### config.mk
export PLATFORM = sky130hd
export DESIGN_NAME = cop_wb_queue
export DESIGN_NICKNAME = d
export VERILOG_FILES = /design/src/rtl/cop_pkg.sv /design/src/rtl/cop_fifo.sv /design/src/rtl/cop_wb_queue.sv
export SDC_FILE = /design/constraint.sdc
export NUM_CORES = 1
export LEC_CHECK = 0
export ABC_CLOCK_PERIOD_IN_PS = 7400
export CORE_ASPECT_RATIO = 1.1
export CORE_MARGIN = 1
export CORE_UTILIZATION = 41
export CTS_BUF_LIST = sky130_fd_sc_hd__clkbuf_16
export CTS_CLUSTER_DIAMETER = 150
export DETAILED_ROUTE_END_ITERATION = 7
export PLACE_DENSITY = 0.72
export SLEW_MARGIN = 20
export SYNTH_ARGS = -nofsm -noshare
export SYNTH_HDL_FRONTEND = slang
export SYNTH_SLANG_ARGS = --single-unit
export TNS_END_PERCENT = 100
### constraint.sdc
create_clock -name cop_clk -period 7.4 [get_ports cop_clk]
set_input_delay 2.22 -clock cop_clk [delete_from_list [all_inputs] [get_ports cop_clk]]
set_output_delay 2.22 -clock cop_clk [all_outputs]
set_load 0.05 [all_outputs]
### src/rtl/cop_pkg.sv
// Shared definitions for the coprocessor writeback path: widths, the custom
// opcode space, and the queued-result record.
package cop_pkg;

  localparam int XLEN      = 32;
  localparam int REG_IDX_W = 5;
  localparam int RD_LSB    = 7;

  localparam logic [6:0] CUSTOM_0 = 7'b0001011;
  localparam logic [6:0] CUSTOM_1 = 7'b0101011;
  localparam logic [6:0] CUSTOM_2 = 7'b1011011;
  localparam logic [6:0] CUSTOM_3 = 7'b1111011;

  typedef struct packed {
    logic [REG_IDX_W-1:0] idx;
    logic [XLEN-1:0]      data;
  } cop_wb_t;

  // x0 is never a real dependency, so a zero source index never matches.
  function automatic logic idx_match(input logic [REG_IDX_W-1:0] dst,
                                     input logic [REG_IDX_W-1:0] src1,
                                     input logic [REG_IDX_W-1:0] src2);
    idx_match = ((src1 != '0) && (src1 == dst)) ||
                ((src2 != '0) && (src2 == dst));
  endfunction

endpackage

### src/rtl/cop_fifo.sv
// Generic synchronous FIFO with head view and a per-entry valid/key view,
// so the owner can compare against everything still in flight.
module cop_fifo #(
  parameter int WIDTH = 37,
  parameter int DEPTH = 2,
  parameter int KEY_W = 5,
  localparam int PTR_W = $clog2(DEPTH),
  localparam int CNT_W = $clog2(DEPTH + 1)
) (
  input  logic                   clk_i,
  input  logic                   rst_ni,
  input  logic                   push_i,
  input  logic                   pop_i,
  input  logic [WIDTH-1:0]       din_i,
  output logic                   full_o,
  output logic                   empty_o,
  output logic [CNT_W-1:0]       count_o,
  output logic [WIDTH-1:0]       head_o,
  output logic [DEPTH-1:0]       valid_o,
  output logic [DEPTH*KEY_W-1:0] key_o
);

  logic [WIDTH-1:0] mem_q [DEPTH];
  logic [PTR_W-1:0] wr_ptr_q, rd_ptr_q;
  logic [CNT_W-1:0] count_q;
  logic [DEPTH-1:0] valid_q, valid_d;
  logic             push_ok, pop_ok;

  assign full_o  = (count_q == CNT_W'(DEPTH));
  assign empty_o = (count_q == '0);
  assign push_ok = push_i && !full_o;
  assign pop_ok  = pop_i && !empty_o;

  assign count_o = count_q;
  assign head_o  = mem_q[rd_ptr_q];
  assign valid_o = valid_q;

  for (genvar g = 0; g < DEPTH; g++) begin : g_key
    assign key_o[g*KEY_W +: KEY_W] = mem_q[g][WIDTH-1 -: KEY_W];
  end

  // A push can only land on a free slot, so it never collides with the pop slot.
  always_comb begin
    valid_d = valid_q;
    if (pop_ok)  valid_d[rd_ptr_q] = 1'b0;
    if (push_ok) valid_d[wr_ptr_q] = 1'b1;
  end

  always_ff @(posedge clk_i) begin
    if (!rst_ni) begin
      wr_ptr_q <= '0;
      rd_ptr_q <= '0;
      count_q  <= '0;
      valid_q  <= '0;
      for (int i = 0; i < DEPTH; i++) mem_q[i] <= '0;
    end else begin
      if (push_ok) begin
        mem_q[wr_ptr_q] <= din_i;
        wr_ptr_q        <= wr_ptr_q + PTR_W'(1);
      end
      if (pop_ok) rd_ptr_q <= rd_ptr_q + PTR_W'(1);
      count_q <= count_q + CNT_W'(push_ok) - CNT_W'(pop_ok);
      valid_q <= valid_d;
    end
  end

endmodule

### src/rtl/cop_wb_queue.sv
// Coprocessor writeback queue: buffers results and retires them into the core
// register file in cycles the core leaves the write port idle.
module cop_wb_queue #(
  parameter int XLEN  = 32,
  parameter int DEPTH = 2
) (
  input  logic                         cop_clk,
  input  logic                         cop_rst,
  input  logic                         cop_wr,
  input  logic [XLEN-1:0]              cop_rd,
  input  logic [31:0]                  cop_insn,
  output logic                         cop_rdywr,
  input  logic                         core_wb_busy,
  output logic                         rf_we,
  output logic [4:0]                   rf_waddr,
  output logic [XLEN-1:0]              rf_wdata,
  input  logic [4:0]                   rs1_idx,
  input  logic [4:0]                   rs2_idx,
  output logic                         hazard,
  output logic [$clog2(DEPTH+1)-1:0]   pend_cnt
);

  import cop_pkg::*;

  localparam int ENT_W = REG_IDX_W + XLEN;
  localparam int CNT_W = $clog2(DEPTH + 1);

  logic [REG_IDX_W-1:0]       dst_idx;
  logic                       push, pop, full, empty;
  logic [ENT_W-1:0]           head;
  logic [DEPTH-1:0]           ent_valid;
  logic [DEPTH*REG_IDX_W-1:0] ent_key;
  logic [CNT_W-1:0]           count;
  logic                       unused_insn;

  assign dst_idx     = cop_insn[RD_LSB +: REG_IDX_W];
  assign unused_insn = ^{cop_insn[31:RD_LSB+REG_IDX_W], cop_insn[RD_LSB-1:0]};

  // Ready is a function of occupancy only; the ISE never waits on core_wb_busy.
  assign cop_rdywr = !full;
  // A result for x0 completes the handshake but is dropped here.
  assign push      = cop_wr && cop_rdywr && (dst_idx != '0);
  assign pop       = rf_we;

  assign rf_we     = !empty && !core_wb_busy;
  assign rf_waddr  = head[ENT_W-1 -: REG_IDX_W];
  assign rf_wdata  = head[XLEN-1:0];
  assign pend_cnt  = count;

  cop_fifo #(
    .WIDTH (ENT_W),
    .DEPTH (DEPTH),
    .KEY_W (REG_IDX_W)
  ) u_fifo (
    .clk_i   (cop_clk),
    .rst_ni  (cop_rst),
    .push_i  (push),
    .pop_i   (pop),
    .din_i   ({dst_idx, cop_rd}),
    .full_o  (full),
    .empty_o (empty),
    .count_o (count),
    .head_o  (head),
    .valid_o (ent_valid),
    .key_o   (ent_key)
  );

  // The popping entry still counts: its RF write only lands at the edge.
  always_comb begin
    hazard = 1'b0;
    if (cop_wr && (dst_idx != '0) && idx_match(dst_idx, rs1_idx, rs2_idx))
      hazard = 1'b1;
    for (int i = 0; i < DEPTH; i++) begin
      if (ent_valid[i] && idx_match(ent_key[i*REG_IDX_W +: REG_IDX_W], rs1_idx, rs2_idx))
        hazard = 1'b1;
    end
  end

endmodule

==> metrics.yaml, run 1 <==
worst_hold_path:
  hold_path.class: "reg -> reg"
  min_from: "u_fifo.valid_o[0]"
  hold_depth: 1
  worstHoldEndpoint: "u_fifo.valid_o[0]"
power_and_ir_drop:
  netSwitchingFraction_pct: 34.8
  leakage_nw: 1.94
  p_switching_mw: 0.603
  clkPwrFrac_pct: 26.9
  p_comb_share_pct: 36.4
  irDropWorstVdd_mv: 0.212
  p_total_mw: 1.73
  pwr-share-seq_pct: 36.8
  powerDensity_nw_per_um2: 332
  internal_power_mw: 1.13
layout:
  final_cell_mix: "92 x clkdlybuf4s50_1, 77 x and2_1, 74 x edfxtp_1"
  area_growth_syn_to_layout_pct: 34.1
  mostFrequentLayoutCell: "clkdlybuf4s50_1"
  nFillCells: 774
  drive_gt1_share_pct: 16.1
  nNetsFinal: 455
  antenna_cells: 0
  fin_area_um2: 5230
timing:
  maxSlewViolCount: 0
  fin_crit_sh_pct: 92.2
  finalCriticalPeriod_ns: 6.82
  relSlewSlack_pct: 34.3
  worst_slew_pin_slew_ns: 0.986
  tns_ns: 0
  fmax_ghz: 0.147
  fin_skew_ns: 0.00488
  hold_viol: 0
  finalSetupViolations: 0
  rsz0062_at_grt: "false"
synthesis:
  ys_ff_latch: 81
  syn_inst: 283
  ys_types: 28
  yosys_warnings: 0
  synth.largest_area_cell: "edfxtp_1"
  ys_top_cells_by_area: "edfxtp_1 57%, and2_1 12%, mux2_2 11%, xnor2_1 3.8%, dfxtp_1 3.6%"
  synth_top_area_share_pct: 57.0
  postSynthAreaPerCell_um2: 13.8
  seq_area_frac_synth_pct: 60.6
  synthesis.area_um2: 3900
  synth_nets: 363
cts:
  postCtsHoldBufs: 0
  cts_resized: 0
  cts-root-buf: "clkbuf_16"
  cts_tree: "yes"
  htree_num_levels: 3
  clk_pin_slew_ns: 0.05
  clk_latency_ns: 0.32
  cts_buffer_depth: 2
  cts_setup_buffers: 0
  cts.sinks: 81
  cts_made_buffers: 9
grt:
  first_global_vias: 2397
  grt_util_all_layers_pct: 16.3
  grt.overflow.total: 0
  grt_pass1_wl_um: 11800
  antenna_found_initial: 0
  grt_start_max_net_pins: 40
critical_path:
  r2r-end: "u_fifo.mem_q[1][12]"
  r2r_cells: 4
  ff2ff_setup_slack_ns: 5.01
  required_ns: 5.18
  crit_type: "in -> out"
  path_max_fanout: 4
  start_kind: "input pin"
  cp-end-kind: "output port"
  crit_arrival_ns: 4.60
  r2r_start: "u_fifo.count_o[0]"
status:
  outcome: "finished, final reports clean"
floorplanning:
  io_pins: 120
  initial_core_util_pct: 43.1
  num_rows: 36
  core_um2: 9050
  fp.dieH_um: 104
  dieArea_um2: 9900
  die-width_um: 95.0
placement:
  gp_congestion: 0.784
  portBuffers: 92
  post_dp_cell_area_um2: 4910
  hpwl_um: 5020
job:
  drv_cap: 0
route:
  wl_um: 7600
  num_vias: 2451
  vias_per_cell: 4.96
  wl_per_cell_um: 15.4
  postRouteAntennaNets: 0
  drt_first_pass_iters: 4
  route.detailed.drc: 0
  initialDrtViolationCount: 112
[power by group through the flow]
stage	Sequential (mW)	Clock [mW]	Combinational, mW
after global placement	0.646	0	0.631
after floorplan	0.631	0	0.445
after global routing	0.650	0.491	0.663
after CTS	0.641	0.473	0.637
final	0.638	0.466	0.631
after detailed placement	0.651	0	0.634
[flip-flops by register name, indices dropped and copies added (netlist names), named ones only]
signal,count
u_fifo.valid_o,2
u_fifo.count_o,2
u_fifo.mem_q,74
u_fifo.wr_ptr_q,1
u_fifo.rd_ptr_q,1
[cell type report]
cell class	count	area, um2	area share, %
Sequential cell	81	2360	45.2
Clock inverter	7	96.3	1.84
Multi-Input combinational cell	186	1450	27.8
Timing Repair Buffer	94	936	17.9
Tap cell	114	143	2.73
Inverter	3	11.3	0.215
Clock buffer	9	225	4.31
[kinds of logic (layout without fill, tap and decap cells)]
kind of cell               after synthesis  count (layout)  synth area share (%)
and+or+nand+nor                        102             102                  16.0
DFF                                     81              81                  60.6
muxes                                   37              37                  10.7
xor gates and xnor gates                33              33                  7.41
buffers and inverters                   16             113                  2.50
AOI/OAI and AO/OA                       12              12                  2.12
adders and majority gates                2               2                 0.642
[synth_stat cells]
master / n
a21boi_0: 2
a21oi_1: 1
a21oi_2: 1
a31o_1: 1
a31o_2: 1
and2_1: 77
and3_4: 1
and3b_1: 1
buf_6: 5
clkbuf_1: 8
dfxtp_1: 7
edfxtp_1: 74
ha_1: 2
inv_1: 3
mux2_2: 37
nand2_1: 2
nand2b_1: 1
nand3_1: 5
nor2_1: 4
nor3_1: 2
nor4_1: 5
o211ai_1: 1
o21ai_0: 4
o21ai_2: 1
or3_1: 1
or4_1: 3
xnor2_1: 17
xor2_1: 16
[per-stage QoR]
step / setup slack [ns] / hold slack (ns) / util, % / cells
after floorplan: 1.66 / 0.443 / - / 283
after global placement: 0.604 / 0.476 / 54.2 / 478
after detailed placement: 0.605 / 0.490 / 54.2 / 478
after CTS: 0.601 / 0.505 / 57.7 / 494
after global routing: 0.504 / 0.533 / 57.7 / 494
final: 0.576 / 0.502 / 57.7 / 494
[metal layers]
layer / wire length, um / global-route usage [%] / vias to the layer above
li1: - / - / 1188
met1: 3180 / 19.0 / 1201
met2: 3990 / 27.9 / 55
met3: 309 / 3.73 / 7
met4: 108 / 7.47 / 0
met5: 0 / 0 / -
[worst max-delay path, stage by stage]
cell and delay (ns):
clkdlybuf4s50_1 0.52, or4_1 0.55, nor2_1 0.22, nor4_1 0.10, o21ai_0 0.19, o211ai_1 0.11
clkdlybuf4s50_1 0.71
[how the worst max path moves through the flow]
stage / slack [ns] / start / endpoint
2_1_floorplan: 1.66 / rs2_idx[1] / hazard
3_3_place_gp: 0.60 / rs1_idx[1] / hazard
3_5_place_dp: 0.60 / rs1_idx[1] / hazard
4_1_cts: 0.60 / rs1_idx[1] / hazard
5_1_grt: 0.50 / rs2_idx[1] / hazard
6_report: 0.58 / rs1_idx[1] / hazard
(Power assumes the default switching activity.)
==> run 2, diff against run 1 <==
--- a/config.mk
+++ b/config.mk
@@ -13,6 +13,7 @@
 export CTS_CLUSTER_DIAMETER = 150
 export DETAILED_ROUTE_END_ITERATION = 7
 export PLACE_DENSITY = 0.72
+export SKIP_CTS_REPAIR_TIMING = 1
 export SLEW_MARGIN = 20
 export SYNTH_ARGS = -nofsm -noshare
 export SYNTH_HDL_FRONTEND = slang
==> results of run 2 <==
Final layout, timing and power as in run 1 (identical DEF).
==> run 3, diff against run 2 <==
--- a/config.mk
+++ b/config.mk
@@ -6,7 +6,7 @@
 export NUM_CORES = 1
 export LEC_CHECK = 0
 export ABC_CLOCK_PERIOD_IN_PS = 7400
-export CORE_ASPECT_RATIO = 1.1
+export CORE_ASPECT_RATIO = 1.5
 export CORE_MARGIN = 1
 export CORE_UTILIZATION = 41
 export CTS_BUF_LIST = sky130_fd_sc_hd__clkbuf_16
==> run 3 against run 2 <==
Net effect: worst hold slack improved by 0.012 ns; cell area fell by 1.4%; via count decreased by 1.4%; die area is essentially flat.
==> metrics.yaml, run 3 (synthesis gave the netlist of run 1 again) <==
status:
  outcome: "finished, final reports clean"
route:
  route.detailed.drc: 0  # unchanged
  wl_um: 7650  # +0.74%
  vias_per_cell: 4.92  # -0.78%
  num_vias: 2417  # -1.4%
  drt_first_pass_iters: 4  # unchanged
  wl_per_cell_um: 15.6  # +1.4%
  initialDrtViolationCount: 111  # -0.89%
  postRouteAntennaNets: 0  # unchanged
floorplanning:
  die-width_um: 81.6  # -14%
  core_um2: 9250  # +2.2%
  dieArea_um2: 9910  # about the same
  num_rows: 43  # +19%
  io_pins: 120  # unchanged
  fp.dieH_um: 121  # +16%
  initial_core_util_pct: 42.1  # -0.93 points
cts:
  cts.sinks: 81  # unchanged
  clk_pin_slew_ns: 0.05  # about the same
  cts-root-buf: "clkbuf_16"
  clk_latency_ns: 0.33  # about the same
  cts_made_buffers: 9  # unchanged
  cts_buffer_depth: 2  # unchanged
  cts_tree: "yes"
  htree_num_levels: 3  # unchanged
placement:
  portBuffers: 92  # unchanged
  gp_congestion: 0.803  # +2.5%
  hpwl_um: 5000  # -0.28%
  post_dp_cell_area_um2: 4900  # -0.18%
  dp.cells: 475  # -0.63%
layout:
  final_cell_mix: "92 x clkdlybuf4s50_1, 77 x and2_1, 74 x edfxtp_1"
  fin_cells: 491  # -0.61%
  nFillCells: 790  # +2.1%
  area_growth_syn_to_layout_pct: 32.2
  mostFrequentLayoutCell: "clkdlybuf4s50_1"
  largest_register: "u_fifo.mem_q"
  fin_area_um2: 5150  # -1.4%
  antenna_cells: 0  # unchanged
  largest_register_ff_count: 74  # unchanged
  nNetsFinal: 454  # -0.22%
  drive_gt1_share_pct: 15.6  # -0.49 points
critical_path:
  path_max_fanout: 4  # unchanged
  r2r_start: "u_fifo.count_o[0]"
  r2r_cells: 4  # unchanged
  crit_arrival_ns: 4.60  # about the same
  start_kind: "input pin"
  cp-end-kind: "output port"
  crit_type: "in -> out"
  required_ns: 5.18  # about the same
  crit_start: "rs1_idx[1]"
timing:
  finalSetupViolations: 0  # unchanged
  relSlewSlack_pct: 33.0  # -1.2 points
  fmax_ghz: 0.147  # about the same
  worst_slew_pin_slew_ns: 1.00  # +0.0181 ns
  tns_ns: 0  # unchanged
  hold_viol: 0  # unchanged
  fin_skew_ns: 0.00557  # +0.000688 ns
  finalCriticalPeriod_ns: 6.82  # -0.00187 ns
  fin_crit_sh_pct: 92.2  # about the same
  rsz0062_at_grt: "false"
  maxSlewViolCount: 0  # unchanged
grt:
  grt_pass1_wl_um: 12300  # +3.7%
  first_global_vias: 2533  # +5.7%
  antenna_found_initial: 0  # unchanged
  grt.overflow.total: 0  # unchanged
  grt_start_max_net_pins: 40  # unchanged
  grt_util_all_layers_pct: 17.1  # +0.80 points
power_and_ir_drop:
  p_total_mw: 1.65  # -4.9%
  irDropWorstVdd_mv: 0.201  # -5.5%
  powerDensity_nw_per_um2: 320  # -3.5%
  leakage_nw: 1.92  # -0.84%
job:
  drv_cap: 0  # unchanged
worst_hold_path:
  min_from: "u_fifo.valid_o[1]"
  hold_depth: 1  # unchanged
  hold_path.class: "reg -> reg"
## run 3: metal layers
layer	wire [um]	global-route usage, %
met3	296	3.46
met1	2950	18.1
met4	168	9.10
met5	0	0
met2	4240	30.7
## run 3: worst max-delay path, cell delays in order
cell	delay (ns)
clkdlybuf4s50_1	0.50
or4_1	0.55
nor2_1	0.18
nor4_1	0.09
o21ai_0	0.21
o211ai_1	0.12
clkdlybuf4s50_1	0.71
## run 3: through the flow
| step | hold WS (ns) | util, % | worst slack, ns |
|---|---|---|---|
| floorplan | 0.443 | - | 1.66 |
| finish | 0.514 | 55.7 | 0.578 |
| CTS | 0.519 | 55.7 | 0.570 |
| global placement | 0.479 | 52.9 | 0.602 |
| global route | 0.528 | 55.7 | 0.450 |
| detailed placement | 0.500 | 52.9 | 0.578 |
## run 3: path summary, 6_finish.rpt
check                              to  slack [ns]
hold reg to reg     u_fifo.valid_o[1]        0.51
setup reg to reg  u_fifo.mem_q[1][23]        4.96
hold / removal      u_fifo.valid_o[1]        0.51
setup / recovery               hazard        0.58
## run 3: layout make-up
cell class	instances	area, um2	share of cell area [%]
clock inverter	7	31.3	0.607
sequential	81	2360	45.9
clock buffer	9	225	4.37
timing repair buffer	93	928	18.0
tap	112	140	2.72
inverter	3	11.3	0.218
multi-input combinational	186	1450	28.2
## run 3: where the power goes
group / internal, mW / total, mW / switching (mW)
clock network: 0.221 / 0.383 / 0.163
registers: 0.586 / 0.639 / 0.0537
logic: 0.250 / 0.627 / 0.377
total: 1.06 / 1.65 / 0.593
